### config.mk
export PLATFORM = sky130hd
export DESIGN_NAME = fp_to_key_byte
export DESIGN_NICKNAME = d
export VERILOG_FILES = /design/src/rtl/fp_pkg.sv /design/src/rtl/key_fifo.sv /design/src/rtl/fp_to_key_byte.sv
export SDC_FILE = /design/constraint.sdc
export NUM_CORES = 1
export LEC_CHECK = 0
export CORE_MARGIN = 10
export CORE_UTILIZATION = 30
export CTS_CLUSTER_SIZE = 30
export DETAILED_ROUTE_END_ITERATION = 12
export HOLD_SLACK_MARGIN = 0.15
export PLACE_DENSITY = 0.52
export SLEW_MARGIN = 10
export SYNTH_ARGS = -nofsm -noshare
export SYNTH_HDL_FRONTEND = slang
export SYNTH_HIERARCHICAL = 1
export SYNTH_SLANG_ARGS = --single-unit
### constraint.sdc
create_clock -name clk -period 5.9 [get_ports clk]
set_clock_uncertainty 0.15 [all_clocks]
set_input_delay 1.18 -clock clk [delete_from_list [all_inputs] [get_ports clk]]
set_output_delay 1.18 -clock clk [all_outputs]
set_load 0.02 [all_outputs]
### src/rtl/fp_pkg.sv
// Shared single-precision field layout and fixed-point conversion constants
// used by the FP adder and the blocks that consume its results.
package fp_pkg;
  localparam int FP_PRECISION = 32;
  localparam int FP_EXPONENT  = 8;
  localparam int FP_FRACTION  = 23;
  localparam int FP_BIAS      = 127;
  localparam int FX_W         = 32;
  localparam int FX_FRAC_BITS = 24;

  typedef logic [FX_W-1:0] fx_t;

  // Keystream byte derived from the low half of the fixed-point value.
  function automatic logic [7:0] fold_byte(input fx_t fx);
    return fx[7:0] ^ fx[15:8];
  endfunction
endpackage

### src/rtl/key_fifo.sv
// First-word-fall-through FIFO: the head entry is visible on pop_data while
// not empty; a push on a full FIFO is accepted only when a pop frees a slot.
module key_fifo #(
  parameter int DEPTH = 4,
  parameter int WIDTH = 8
) (
  input  logic                       clk,
  input  logic                       reset_n,
  input  logic                       push,
  input  logic [WIDTH-1:0]           push_data,
  input  logic                       pop,
  output logic [WIDTH-1:0]           pop_data,
  output logic                       full,
  output logic                       empty,
  output logic                       overflow,
  output logic [$clog2(DEPTH):0]     count
);
  localparam int AW = $clog2(DEPTH);

  logic [WIDTH-1:0] mem [DEPTH];
  logic [AW-1:0]    wr_ptr;
  logic [AW-1:0]    rd_ptr;
  logic             push_ok;
  logic             pop_ok;

  assign empty    = (count == '0);
  assign full     = (count == (AW+1)'(DEPTH));
  assign pop_ok   = pop & ~empty;
  assign push_ok  = push & (~full | pop_ok);
  assign overflow = push & ~push_ok;
  // Empty reads as zero so stale storage never leaks out after reset.
  assign pop_data = empty ? '0 : mem[rd_ptr];

  always_ff @(posedge clk) begin
    if (push_ok) begin
      mem[wr_ptr] <= push_data;
    end
  end

  // Pointers wrap naturally because DEPTH is a power of two.
  always_ff @(posedge clk or negedge reset_n) begin
    if (!reset_n) begin
      wr_ptr <= '0;
      rd_ptr <= '0;
      count  <= '0;
    end else begin
      if (push_ok) wr_ptr <= wr_ptr + AW'(1);
      if (pop_ok)  rd_ptr <= rd_ptr + AW'(1);
      case ({push_ok, pop_ok})
        2'b10:   count <= count + (AW+1)'(1);
        2'b01:   count <= count - (AW+1)'(1);
        default: count <= count;
      endcase
    end
  end
endmodule

### src/rtl/fp_to_key_byte.sv
// Converts FP adder results to floor(|x| * 2^24), folds the low 16 bits into a
// keystream byte and buffers the bytes in a small output FIFO.
module fp_to_key_byte
  import fp_pkg::*;
#(
  parameter int PRECISION  = FP_PRECISION,
  parameter int EXPONENT   = FP_EXPONENT,
  parameter int FRACTION   = FP_FRACTION,
  parameter int BIAS       = FP_BIAS,
  parameter int FIFO_DEPTH = 4
) (
  input  logic                          clk,
  input  logic                          reset_n,
  input  logic                          fp_valid,
  input  logic [PRECISION-1:0]          fp_data,
  input  logic                          key_ready,
  input  logic                          err_clr,
  output logic                          key_valid,
  output logic [7:0]                    key_byte,
  output logic [$clog2(FIFO_DEPTH):0]   fifo_count,
  output logic                          sat_flag,
  output logic                          drop_flag,
  output logic [7:0]                    drop_count
);
  // Handshake: fp_valid is a one-cycle strobe with no backpressure; a key byte
  // transfers on a rising edge where key_valid && key_ready, and key_byte is
  // held stable while key_valid && !key_ready.

  logic [EXPONENT-1:0] exp_f;
  logic [FRACTION:0]   mant;
  logic                unused_sign;
  int                  shift_s;
  fx_t                 fx_c;
  logic                sat_c;

  logic                s1_valid;
  logic [7:0]          s1_byte;
  logic                s1_sat;
  logic                fifo_full;
  logic                fifo_empty;
  logic                fifo_overflow;
  logic                pop;

  assign exp_f       = fp_data[PRECISION-2 -: EXPONENT];
  assign mant        = {1'b1, fp_data[FRACTION-1:0]};
  assign unused_sign = fp_data[PRECISION-1];

  // fx = m * 2^(e - (BIAS-1)); exponents that push m past 32 bits saturate.
  always_comb begin
    shift_s = int'(exp_f) - (BIAS - 1);
    fx_c    = '0;
    sat_c   = 1'b0;
    if (exp_f == '0) begin
      fx_c = '0;
    end else if (int'(exp_f) >= BIAS + 8) begin
      fx_c  = '1;
      sat_c = 1'b1;
    end else if (shift_s >= 0) begin
      fx_c = FX_W'(mant) << shift_s[4:0];
    end else if (-shift_s < FX_FRAC_BITS) begin
      fx_c = FX_W'(mant) >> 5'(-shift_s);
    end
  end

  always_ff @(posedge clk or negedge reset_n) begin
    if (!reset_n) begin
      s1_valid <= 1'b0;
      s1_byte  <= '0;
      s1_sat   <= 1'b0;
    end else begin
      s1_valid <= fp_valid;
      if (fp_valid) begin
        s1_byte <= fold_byte(fx_c);
        s1_sat  <= sat_c;
      end
    end
  end

  assign pop = key_valid & key_ready;

  key_fifo #(
    .DEPTH (FIFO_DEPTH),
    .WIDTH (8)
  ) u_key_fifo (
    .clk       (clk),
    .reset_n   (reset_n),
    .push      (s1_valid),
    .push_data (s1_byte),
    .pop       (pop),
    .pop_data  (key_byte),
    .full      (fifo_full),
    .empty     (fifo_empty),
    .overflow  (fifo_overflow),
    .count     (fifo_count)
  );

  assign key_valid = ~fifo_empty;

  // err_clr clears the sticky state, but an event in the same cycle still lands.
  always_ff @(posedge clk or negedge reset_n) begin
    if (!reset_n) begin
      sat_flag   <= 1'b0;
      drop_flag  <= 1'b0;
      drop_count <= '0;
    end else begin
      sat_flag  <= (sat_flag & ~err_clr) | (s1_valid & s1_sat);
      drop_flag <= (drop_flag & ~err_clr) | fifo_overflow;
      if (fifo_overflow) begin
        if (err_clr)                  drop_count <= 8'd1;
        else if (drop_count != 8'hFF) drop_count <= drop_count + 8'd1;
      end else if (err_clr) begin
        drop_count <= '0;
      end
    end
  end

  logic unused_full;
  assign unused_full = fifo_full;
endmodule

After elaboration in Yosys (flattened, before gate mapping):

Memory sizes are Yosys's and may differ from the RTL's.
Index checks and enable logic that the tools add are counted.

* bits of input ports: 37
* bits in registers: 27
* memory bits (writable): 32
* memories kept: 1

* shift operators: 2
* $add $sub $neg: 7
* multiplexer cells: 14
* reduce and logical (&&, ||, !) cells: 6
* eq/ne operators: 4
* bitwise logic cells: 15
* magnitude comparators: 3

Memory list
* u_key_fifo.mem: words 4, width 8, rd ports 1, clocked after memory_dff 0, wr ports 1, line key_fifo.sv:20 `logic [WIDTH-1:0] mem [DEPTH];`

Operators with widths (count)
* 2-to-1 mux 16 bit: 4
* 2-to-1 mux 8 bit: 5
* < comparator 32 x 6 -> 1 bit (second input constant): 1
* negation 9 -> 32 bit: 1
* << shifter 24 x 5 -> 16 bit: 1
* >> shifter 24 x 5 -> 16 bit: 1
* greater-or-equal comparator 9 x 1 -> 1 bit (second input constant): 1
* subtractor 8 x 7 -> 9 bit (second input constant): 1
* adder 8 x 1 -> 8 bit (second input constant): 1
* greater-or-equal comparator 8 bit (second input constant): 1
* logical NOT 8 bit: 1
* inequality test 8 bit (second input constant): 1
* XOR 8 bit: 1
* bitwise AND 1 bit: 7
* one-hot mux 3 bit (2 select lines): 1
* nonzero test 2 bit: 3
* adder 2 x 1 -> 2 bit (second input constant): 2
* 2-to-1 mux 1 bit: 4
* NOT 1 bit: 4
* adder 3 x 1 -> 3 bit (second input constant): 1
* equality test 3 bit (second input constant): 1
* logical NOT 3 bit: 1
* OR 1 bit: 3
* subtractor 3 x 1 -> 3 bit (second input constant): 1
* 3 further kinds: 3

Logic depth before layout (Yosys ltp):

* depth after elaboration: 10
* mapped depth: 17

Modules after synthesis:

The synthesis kept the hierarchy.

Modules (own cells, without submodules)
* fp_to_key_byte: cells an instance 443, area each 3413.3 µm², instances 1, sequential area each 500.5 µm²
* key_fifo: cells an instance 91, area each 1655.3 µm², instances 1, sequential area each 1136.1 µm²

Worst setup path before layout:

Ideal clock, no wire load.

* path type: input -> register
* from: input port fp_data[23]
* to: register s1_byte[6]
* setup slack: 1.107 ns
* cell stages on the path: 17
* arrival: 4.507 ns
* required time: 5.614 ns
* library setup time: 0.136 ns
* cell sequence: buf_2 > inv_1 > clkbuf_1 > buf_2 > ha_1 > inv_1 > nor3_4 > nand2_1 > ha_1 > or4b_2 > nor4_1 > o21ai_1 > a221oi_2 > o21bai_2 > o22ai_1 > xnor2_1 > o22ai_1

* cells in the longest elaborated chain, start to end: 8

Ends and longest elaborated chain
* start: declaration: line fp_to_key_byte.sv:15 `input logic [PRECISION-1:0] fp_data,`
* subtractor 8 x 7 -> 9 bit: line fp_to_key_byte.sv:50 `shift_s = int'(exp_f) - (BIAS - 1);`
* negation 9 -> 32 bit: line fp_to_key_byte.sv:61 `fx_c = FX_W'(mant) >> 5'(-shift_s);`
* < comparator 32 x 6 -> 1 bit / >> shifter 24 x 5 -> 16 bit (equally long branches): line fp_to_key_byte.sv:60, fp_to_key_byte.sv:61
* 2-to-1 mux 16 bit: line fp_to_key_byte.sv:60 `end else if (-shift_s < FX_FRAC_BITS) begin`
* 2-to-1 mux 16 bit: line fp_to_key_byte.sv:58 `end else if (shift_s >= 0) begin`
* 2-to-1 mux 16 bit: line fp_to_key_byte.sv:55 `end else if (int'(exp_f) >= BIAS + 8) begin`
* 2-to-1 mux 16 bit *: line fp_to_key_byte.sv:53 `if (exp_f == '0) begin`
* XOR 8 bit *: line fp_pkg.sv:15 `return fx[7:0] ^ fx[15:8];`
* end signal: assignment: line fp_to_key_byte.sv:73 `s1_byte <= fold_byte(fx_c);`
* end: declaration: line fp_to_key_byte.sv:37 `logic [7:0] s1_byte;`

Every way passes the cells marked *; elsewhere a longest branch is shown, timed or not.
A chain may end at the register's enable or synchronous reset.

Final worst setup path:

* from: input port fp_data[25]
* to: register s1_byte[6]

The elaborated chain is that of the path after synthesis.

==> metrics.txt <==
cts-stage hold buffer count 0; final setup fails 0; vias in the first global route 4264; Slew HR 37.0%; total track usage 12.1%; initial antenna violation count 0; postcts setup bufs 0; I/O pin count 59; Hold Crit Class flip-flop to flip-flop; Power Density 330 mW/mm2; Post-Syn Nets 591; Final Critical Period 5220 ps; crit path DAT 5250 ps; drt wl/cell 16.5 um; fin nets 637; clock root cell clkbuf_16; final instance area 0.00614 mm2; Mapped Cells 533; layout cells sized above 1 14.0%; RSZ-0062 raised after global routing false; Synth Area per Inst 9.50 um2; Core Region 0.0166 mm2; Die Ht 150 um; Max Clk Rate 191 MHz; grt total ovfl 0; Initial Util 30.5%; most frequent cells in the layout 59 x nand2_1, 57 x clkdlybuf4s50_1, 40 x nor2_1; area grow syn2layout 21.3%; buffer levels on the longest clock path 2; Leakage 2.32 nW; clk sink count 59; fin crit share 88.5%; largest net degree at the start of global routing 36; Die X 150 um; Max IR drop VDD 0.000211 V; multi-input logic area 0.00311 mm2; hold slack 347 ps; Hold Path Stages 1; commonest non-fill, non-tap cell in the layout nand2_1; Hold Violations, Final 0; worst reg2reg path depth 9; Fin Setup TNS 0 ps; critical-path cell list clkdlybuf4s50_1, ha_1, buf_4, xor2_1, a2bb2oi_1, nor2_1, nand2_1, ha_1, or4b_2, nor4_1, o21ai_1, a221oi_2, o21bai_2, o22ai_1, xnor2_1, o22ai_1; Area after DPL 0.00580 mm2; row cnt 47; global-route wire length before repair 22100 um; initial DRC count 215; worst-margin pin slew 938 ps; # fillers 1676; critical path's slowest cell clkdlybuf4s50_1; max_cap viols 0; CP peak stage delay 640 ps; area of the mapped netlist 0.00506 mm2; CTS clk-pin slew, worst paths 50 ps; die area 0.0225 mm2; Post-DP HPWL 10500 um; post-cts repair resize count 0; CP Launch Type input port; Inserted Diodes 0; critical path peak fanout 8; Crit Path Class input port to flip-flop; max-slew violations 0; register area 0.00164 mm2; Port Buffers 57; CTS buffer count 9; Final ANT Viol Nets 0; CP endpoint kind flip-flop; outcome completed; CTS H-tree lvls 3; DRC viols 0; routability cong. 0.881; final wirelength 13300 um; synth warn 6; Vias/cell 5.12; vias 4115; DP Worst Slack 365 ps; Initial DRT Pass Iterations 5; Clock Latency Late Sink 320 ps; CTS tree built; PnR worst setup slack 677 ps; data required time of the critical path 5930 ps
final cells by class:
| class | instances | share of cell area, % |
|---|---|---|
| timing repair buffer | 71 | 11.0 |
| tap | 220 | 4.48 |
| clock buffer | 12 | 4.01 |
| sequential | 59 | 26.6 |
| multi-input combinational | 412 | 50.7 |
| clock inverter | 4 | 1.59 |
| inverter | 26 | 1.59 |
layer usage:
metal	track usage [%]	wire (um)	vias up
li1	-	-	2043
met1	14.7	5920	1955
met2	20.6	6350	97
met3	2.45	646	20
met4	4.71	355	0
met5	0	0	-
per-stage QoR:
stage,std cells,power [mW],util [%]
after global routing,804,2.15,37.0
after floorplan,533,1.16,-
final,804,2.03,37.0
after global placement,788,1.43,35.0
after detailed placement,788,1.45,35.0
after CTS,804,2.05,37.0
power breakdown:
group | switching (mW) | internal (mW) | total [mW]
Clock | 0.166 | 0.423 | 0.590
Sequential | 0.0764 | 0.536 | 0.612
Combinational | 0.426 | 0.399 | 0.825
state kept, by name (all words and copies together), names as in the netlist:
name and cells:
drop_count 8, sat_flag 1, s1_valid 1, u_key_fifo/wr_ptr 2
drop_flag 1, u_key_fifo/mem 32, s1_sat 1, s1_byte 8
u_key_fifo/count 3, u_key_fifo/rd_ptr 2
final timing paths:
kind                                                 start                        end  slack (ps)
max                                            fp_data[25]     s1_byte[6]$_DFFE_PN0P_         680
min                                    drop_flag$_DFF_PN0_        drop_flag$_DFF_PN0_         350
max reg2reg                u_key_fifo/count[0]$_DFFE_PN0P_  drop_count[5]$_DFFE_PN0P_        3050
min reg2reg                            drop_flag$_DFF_PN0_        drop_flag$_DFF_PN0_         350
max in group asynchronous                          reset_n     s1_byte[7]$_DFFE_PN0P_        4230
min in group asynchronous                          reset_n        drop_flag$_DFF_PN0_        1100
worst max-delay path, delay by kind of cell:
family,cells,cell delay [ps]
simple gates,4,1360
compound gates,6,1070
buf+inv,2,830
fa+ha+maj,2,560
xor+xnor,2,220
Power figures use the tool's default switching activity.
